**src/rtl/osr_param.sv**
```systemverilog
// osr_param: parametrised PIO output shift register with FIFO handshake and autopull (optional OSR_PULL_IFEMPTY_EN)
module osr_param #(
  parameter int DATA_W = 32,
  parameter int CNT_W  = $clog2(DATA_W)
) (
  input  logic              clk,
  input  logic              rst,
  input  logic [DATA_W-1:0] mov_data,
  input  logic              mov_en,
  input  logic              pull_req,
  input  logic              pull_block,
`ifdef OSR_PULL_IFEMPTY_EN
  input  logic              pull_ifempty,
`endif
  input  logic              out_req,
  input  logic [CNT_W-1:0]  out_count,
  input  logic              shiftdir,
  input  logic              autopull,
  input  logic [CNT_W-1:0]  pull_thresh,
  input  logic [DATA_W-1:0] fifo_data,
  input  logic              fifo_valid,
  output logic              fifo_pop,
  output logic [DATA_W-1:0] data_out,
  output logic              out_valid,
  output logic              stall,
  output logic              instr_done,
  output logic [CNT_W:0]    shift_cnt
);
  localparam logic [CNT_W:0]   FULL_W = (CNT_W+1)'(DATA_W);
  localparam logic [CNT_W+1:0] SUM_W  = (CNT_W+2)'(DATA_W);
  logic [DATA_W-1:0] osr_q, osr_d, data_out_q, data_out_d;
  logic [CNT_W:0]    cnt_q, cnt_d, thr, n, cnt_sat;
  logic [CNT_W+1:0]  sum;
  logic              out_valid_q, out_exec;
  assign thr       = (pull_thresh == '0) ? FULL_W : {1'b0, pull_thresh};
  assign n         = (out_count == '0) ? FULL_W : {1'b0, out_count};
  assign sum       = {1'b0, cnt_q} + {1'b0, n};
  assign cnt_sat   = (sum > SUM_W) ? FULL_W : sum[CNT_W:0];
  assign data_out  = data_out_q;
  assign out_valid = out_valid_q;
  assign shift_cnt = cnt_q;
  // Request decode by priority, OUT shifting and autopull refill on non-MOV/PULL cycles
  always_comb begin
    osr_d      = osr_q;
    cnt_d      = cnt_q;
    data_out_d = data_out_q;
    out_exec   = 1'b0;
    stall      = 1'b0;
    fifo_pop   = 1'b0;
    instr_done = 1'b0;
    if (!rst) begin
      if (mov_en) begin
        osr_d      = mov_data;
        cnt_d      = '0;
        instr_done = 1'b1;
      end else if (pull_req) begin
`ifdef OSR_PULL_IFEMPTY_EN
        if (pull_ifempty && cnt_q < thr) instr_done = 1'b1; else
`endif
        if (fifo_valid) begin
          osr_d      = fifo_data;
          cnt_d      = '0;
          fifo_pop   = 1'b1;
          instr_done = 1'b1;
        end else if (pull_block) begin
          stall = 1'b1;
        end else begin
          osr_d      = mov_data;
          cnt_d      = '0;
          instr_done = 1'b1;
        end
      end else begin
        if (out_req) begin
          if (autopull && cnt_q >= thr) begin
            stall = 1'b1;
          end else begin
            out_exec   = 1'b1;
            instr_done = 1'b1;
            cnt_d      = cnt_sat;
            data_out_d = shiftdir ? (osr_q & ~({DATA_W{1'b1}} << n)) : (osr_q >> (FULL_W - n));
            osr_d      = shiftdir ? (osr_q >> n) : (osr_q << n);
          end
        end
        if (autopull && fifo_valid && cnt_d >= thr) begin
          osr_d    = fifo_data;
          cnt_d    = '0;
          fifo_pop = 1'b1;
        end
      end
    end
  end
  // Register the shifter state and output word
  always_ff @(posedge clk) begin
    if (rst) begin
      osr_q       <= '0;
      cnt_q       <= FULL_W;
      data_out_q  <= '0;
      out_valid_q <= 1'b0;
    end else begin
      osr_q       <= osr_d;
      cnt_q       <= cnt_d;
      data_out_q  <= data_out_d;
      out_valid_q <= out_exec;
    end
  end
endmodule
```
**config.mk**
```make
export PLATFORM = sky130hd
export DESIGN_NAME = osr_param
export DESIGN_NICKNAME = d
export VERILOG_FILES = /design/src/rtl/osr_param.sv
export SDC_FILE = /design/constraint.sdc
export NUM_CORES = 1
export LEC_CHECK = 0
export ABC_AREA = 1
export BUFFER_PORTS_ARGS = -buffer_cell sky130_fd_sc_hd__buf_2
export CAP_MARGIN = 10
export CORE_MARGIN = 2
export CORE_UTILIZATION = 40
export CTS_BUF_LIST = sky130_fd_sc_hd__clkbuf_16
export DETAILED_ROUTE_END_ITERATION = 6
export GPL_TIMING_DRIVEN = 0
export MAX_ROUTING_LAYER = met4
export PLACE_DENSITY = 0.61
export SETUP_SLACK_MARGIN = 0.3
export SLEW_MARGIN = 20
export SYNTH_ARGS = -nofsm -noshare
export SYNTH_HDL_FRONTEND = slang
export SYNTH_SLANG_ARGS = --single-unit
```
**constraint.sdc**
```tcl
create_clock -name clk -period 8.11 [get_ports clk]
set_input_delay 2.0275 -clock clk [delete_from_list [all_inputs] [get_ports clk]]
set_output_delay 2.0275 -clock clk [all_outputs]
set_load 0.05 [all_outputs]
```
==> results.md, run 1 <==
- Worst-path maximum fanout: 10
- Worst vdd ir: 145 µV
- Leading area contributor after synthesis: nand2_1
- Starting Density: 40.4%
- Residual DRC: 0
- Worst Hold Class: register to register
- CTS Sinks: 71
- Pre-antenna DRT Iters: 7
- Placed insts: approximately 2300
- Max frequency: 132 MHz
- Count leader, synth: nand2_1
- Hold_buf cts: 0
- Period minus WS final: 7.57 ns
- Fin Clk Skew: 0.0164 ns
- Net Count, Synth: 1962
- Number of global-route vias before repair: 12300
- Ranking of synthesized cells by area: nand2_1 25%, dfxtp_1 15%, nand3_1 12%
- Via density: 5.93
- Routability cong.: about 1.2
- Leakage: 5.58 nW
- Fin nets: 2096
- Port-buffer cells: between 100 and 150
- Status: complete, no violations
- Max-slew violation count: 0
- Clock-pin transition on the worst setup and hold timing paths: 0.06 ns
- Storage element area: between 1000 and 1500 µm²
- Hold Vio Cnt, Final: 0
- RSZ-0062 raised after global routing: false
- Startpoint types: input pin
- Fillers: 2820
- Main flop type after synthesis: dfxtp_1
- Starting DRT DRC Count: 2009
- Crit path arrival time: 5.54 ns
- Die Width: 160 µm
- Setup Crit Path Kind: input pin to primary output
- Relative slew slack: a little under half
- Worst skew pair latency: between 0.3 and 0.4 ns
- Total grt overflow: 0
- CTS tree: built
- First-pass GRT wire length: about 78 mm
- Overall Power: 0.00159 W
- Total Routed Length: ~54 mm
- Drt wl/cell: about 23 µm
- Area delta synth->final: 13.9%
- Pwr/cell area: 144 nW/µm²
- DP Area: 10700 µm²
- Synth unique cells: 46
- Max_cap viols: 0
- Setup TNS: 0 ns
- Top-Level Pins: 125
- Final setup vio count: 0
- Worst Tran Pin Value: about 0.8 ns
- Worst Path Required: 6.08 ns
- H-Tree Depth: 3
- Post-synth top cells: 656 x nand2_1, 243 x nand3_1, 166 x o21ai_0
- Syn avg cell area: 5.24 µm²
- Bufs on Longest Clock Path: 2
- Period utilization: 93.3%
- Final ANT Viol Nets: 0
- Yosys reg bits: 71
- Die area: approximately 26000 µm²
- Post-synth EDFFs: 0
- Hpwl dp: 43.9 mm
- Root buffer cell: clkbuf_16
- Async SR Flop Fraction: 0%
- Multi-input gate area: 7240 µm²
- Min Hold Slack: 0.510 ns
- Initial antenna violation count: 1
- DR vias: 13800
- Largest net degree at the start of global routing: 16
- Yosys top cell area share: about a quarter
- Tot GR Track Use: 41.9%
- Die H: about 160 µm
- Non-Filler Instances: 2324
- Crit end category: primary output
- CTS buffer count: 9
- Share of layout cells above drive strength 1: 13.8%
- Std-Cell Rows: 57
- Seq/Total Area, Yosys: 14.6%
- Cell Area, Synth: 9740 µm²
- Core area: ~24000 µm²
- Ys Warns: 0
- Post-route cell area: 11100 µm²
- Syn Inst Count: 1859
==> logic make-up (layout without fill, tap and decap cells) <==
family / count (synthesis) / count (layout) / share of synthesized area (%)
compound gates: 352 / 352 / 20.0
xor+xnor: 2 / 2 / 0.180
fa+ha+maj: 20 / 20 / 2.57
buf+inv: 255 / 394 / 11.3
flops: 71 / 71 / 14.6
mux: 3 / 3 / 0.308
other cells: 0 / 2 / 0
simple gates: 1156 / 1156 / 51.0
==> metal layers <==
layer | GRT usage [%] | vias to the layer above | wire length, µm
li1 | - | 6410 | -
met1 | 56.1 | 6206 | 21600
met2 | 58.1 | 968 | 21400
met3 | 10.9 | 193 | 7390
met4 | 20.1 | 0 | 3110
met5 | - | - | 0
==> area by class of cell <==
type | instances | area share (%)
antenna | 2 | 0.0451
buffer | 123 | 5.40
clock buffer | 9 | 2.03
clock inverter | 7 | 0.564
inverter | 132 | 4.56
multi-input combinational | 1533 | 65.2
sequential | 71 | 12.8
tap | 324 | 3.66
timing repair buffer | 123 | 5.69
==> registers in the layout (all words and copies together) (netlist names) <==
| name | count |
|---|---|
| out_valid | 1 |
| data_out | 32 |
| shift_cnt | 6 |
| osr_q | 32 |
==> final timing paths <==
path | start | end | slack [ns] | cells after the start
worst max-delay path | out_count[1] | fifo_pop | 0.54 | 24
worst min register to register | data_out[8]$_SDFFE_PP0P_ | data_out[8]$_SDFFE_PP0P_ | 0.51 | 2
worst min-delay path | data_out[8]$_SDFFE_PP0P_ | data_out[8]$_SDFFE_PP0P_ | 0.51 | 2
worst max register to register | shift_cnt[1]$_SDFFE_PP0P_ | osr_q[15]$_SDFFE_PP0P_ | 3.76 | 26
==> repair_timing <==
item / 4_1_cts / 5_1_grt
resized for setup: 5 / 9
setup endpoints to repair: 1 / 1
buffers inserted: 2 / 3
pin swaps: 2 / 2
==> critical path, cell delays in order <==
cell and delay [ns]:
buf_2 0.15, inv_6 0.13, nand3_2 0.16, inv_1 0.08
nand2_1 0.08, inv_2 0.16, ha_1 0.30, a21oi_1 0.14
nand2_1 0.07, nor2_1 0.14, nand3_1 0.12, inv_1 0.11
nand2_1 0.09, o21a_1 0.16, ha_1 0.34, a21oi_1 0.15
o21a_1 0.15, nand3_2 0.11, nand2_4 0.14, buf_2 0.22
inv_2 0.10, nor2_4 0.12, nor3_1 0.05, buf_4 0.21
==> layout by cell type (no fill, tap or decap), types with 20 or more instances in the layout <==
master	n
buf_1	23
dfxtp_1	71
or2_2	37
buf_2	147
o21ai_0	166
clkbuf_1	57
nand2_1	656
nand4_1	21
o211ai_1	24
a21oi_1	97
nand3_1	242
ha_1	20
inv_1	119
nor2_1	152
==> power breakdown <==
group / switching (W) / internal, W
clock network: 0.000188 / 0.000214
registers: 0.0000473 / 0.000373
logic: 0.000561 / 0.000210
total: 0.000796 / 0.000797
==> metrics by stage <==
step / setup WS, ns / util, %
after floorplan: 0.452 / -
after global placement: -0.240 / 44.5
after detailed placement: -0.188 / 44.5
after CTS: 0.363 / 45.8
after global routing: 0.326 / 46.0
final: 0.543 / 46.0
(Power assumes the default switching activity.)
==> inputs of run 2 (changes only) <==
==> constraint.sdc (replaced) <==
create_clock -name clk -period 8.11 [get_ports clk]
set_input_delay 1.2165 -clock clk [delete_from_list [all_inputs] [get_ports clk]]
set_output_delay 1.2165 -clock clk [all_outputs]
set_load 0.05 [all_outputs]
==> results.md, run 2 (same netlist as run 1, synthesis figures left out) <==
- Die Width: 160 µm
- Worst vdd ir: approximately 150 µV
- CTS Sinks: 71
- Initial antenna violation count: 1
- Final setup vio count: 0
- Residual DRC: 0
- Crit path arrival time: 5.67 ns
- Switching Fraction: 50.1%
- Crit end category: primary output
- Period minus WS final: 6.88 ns
- Share of power burned in registers: 26.4%
- Die H: around 160 µm
- Total Routed Length: 53.7 mm
- First-pass GRT wire length: 77.9 mm
- Total grt overflow: 0
- Number of global-route vias before repair: 12200
- Fin nets: about 2100
- Hold_buf cts: 0
- Setup Crit Path Kind: input pin to primary output
- Max incr delay on CP: 0.49 ns
- H-Tree Depth: 3
- Status: complete, no violations
- CP cell instances: buf_6, nor2_8, nand3_2, inv_1, nand2_1, inv_1, ha_1, a21oi_1, nand2_1, nor2_1, nand3_1, inv_1, nand2_1, o21a_1, ha_1, a21oi_1, o21a_1, nand3_1, nand2_2, clkbuf_1, inv_1, nor2_1, nor3_1, buf_2
- RSZ-0062 raised after global routing: false
- Drt wl/cell: 23.2 µm
- Die area: 25600 µm²
- Area delta synth->final: 13.2%
- Setup TNS: 0 ns
- Routability cong.: 1.17
- Top-Level Pins: 125
- Hold Vio Cnt, Final: 0
- Share of layout cells above drive strength 1: 13.2%
- Most common cell after layout, fill and taps aside: nand2_1
- Root buffer cell: clkbuf_16
- Max_cap viols: 0
- Clock-pin transition on the worst setup and hold timing paths: 0.06 ns
- Final core occ: 45.7%
- CTS buffer count: 9
- Hpwl dp: 43.9 mm
- Tot GR Track Use: 41.8%
- Worst-path maximum fanout: 10
- P_int: 0.000795 W
- Std-Cell Rows: 57
- Reg2reg end: osr_q[15]$_SDFFE_PP0P_
- Max frequency: 145 MHz
- Slowest CP cell: nor2_1
- Share of total power in the clock network: between 20% and 30%
- Worst skew pair latency: 0.35 ns
- Worst Tran Pin Value: 0.810 ns
- Final ANT Viol Nets: 0
- CP dominant cell by count: inv_1
- Max-slew violation count: 0
- Fin Clk Skew: 0.0195 ns
- CTS tree: built
- Bufs on Longest Clock Path: 2
- Core area: about 24000 µm²
- Psw: 0.000798 W
- Commonest cells after routing, fill and taps aside: 656 x nand2_1, 243 x nand3_1, 166 x o21ai_0, 154 x nor2_1, 147 x buf_2
- Post-CTS setup buffers: 0
- DR vias: 13700
- Pre-antenna DRT Iters: 6
- Worst Path Required: 6.89 ns
- Hold Path Sink: data_out[8]$_SDFFE_PP0P_
- Starting DRT DRC Count: 1958
- Hold Crit Start: data_out[8]$_SDFFE_PP0P_
- Via density: about 5.9
- Buffers plus inverters on the worst setup path: 7
- Cts repair resizes: 0
- R2R Setup Slk: 3.61 ns
- Period utilization: 84.9%
- Worst Hold Class: register to register
- Pwr/cell area: 144 nW/µm²
- Worst r2r path cells: 26
- Relative slew slack: a little under half
- Hold depth: 2
- Largest net degree at the start of global routing: 16
- Leakage: 5.54 nW
- Crit-path leading delay family: simple AND/OR/NAND/NOR gates
- Startpoint types: input pin
- Gate power share: between 40 and 50%
- Starting Density: 40.4%
- Port-buffer cells: 118
- Reg2reg start: shift_cnt[1]$_SDFFE_PP0P_
[run 2: layout make-up]
class | instances | area [µm²]
fillers | 2821 | 13100
multi-input cells | 1533 | 7220
flip-flops and latches | 71 | 1420
plain buffers | 123 | 598
repair buffers | 118 | 591
inverters | 132 | 500
well taps | 324 | 405
clock buffers | 9 | 225
clock inverters | 7 | 62.6
diodes | 2 | 5.00
[run 2: worst max path at each step]
stage            startpoint  endpoint  slack (ns)  cells after the start
2_1_floorplan  out_count[2]  fifo_pop        2.07                     23
3_3_place_gp   out_count[2]  fifo_pop        1.38                     24
3_5_place_dp   out_count[2]  fifo_pop        1.43                     24
4_1_cts        out_count[2]  fifo_pop        1.42                     24
5_1_grt        out_count[2]  fifo_pop        0.97                     25
6_report       out_count[2]  fifo_pop        1.23                     24
[run 2: power groups by stage]
| stage | Sequential [W] | Combinational, W | Clock, W |
|---|---|---|---|
| 2_1_floorplan | 0.000427 | 0.000447 | 0 |
| 3_3_place_gp | 0.000421 | 0.000733 | 0 |
| 3_5_place_dp | 0.000422 | 0.000729 | 0 |
| 4_1_cts | 0.000414 | 0.000732 | 0.000405 |
| 5_1_grt | 0.000419 | 0.000819 | 0.000417 |
| 6_report | 0.000421 | 0.000768 | 0.000403 |
[run 2: through the flow]
stage | setup WS, ns | hold WS (ns) | area [µm²] | cells | power (W)
after floorplan | 2.07 | 0.452 | 9740 | 1859 | 0.000874
after global placement | 1.38 | 0.486 | 10700 | 2301 | 0.00115
after detailed placement | 1.43 | 0.496 | 10700 | 2301 | 0.00115
after CTS | 1.42 | 0.512 | 11000 | 2317 | 0.00155
after global routing | 0.974 | 0.530 | 11000 | 2318 | 0.00165
final | 1.23 | 0.508 | 11000 | 2319 | 0.00159
[run 2: per-layer routing]
metal / share of wire, % / vias to the layer above / global-route usage (%)
li1: - / 6390 / -
met1: 41 / 6188 / 56.3
met2: 40 / 988 / 58.5
met3: 14 / 167 / 10.5
met4: 5.3 / 0 / 18.8
met5: 0 / - / -
[run 2: worst register-to-register path, delay by kind of cell (launching register included)]
family	cells	cell delay, ns
flip-flops	1	0.52
buffers and inverters	5	1.02
AO/OA/AOI/OAI	3	0.38
adder cells (fa/ha/maj)	2	0.46
AND/OR/NAND/NOR	15	1.71
XOR/XNOR	1	0.27
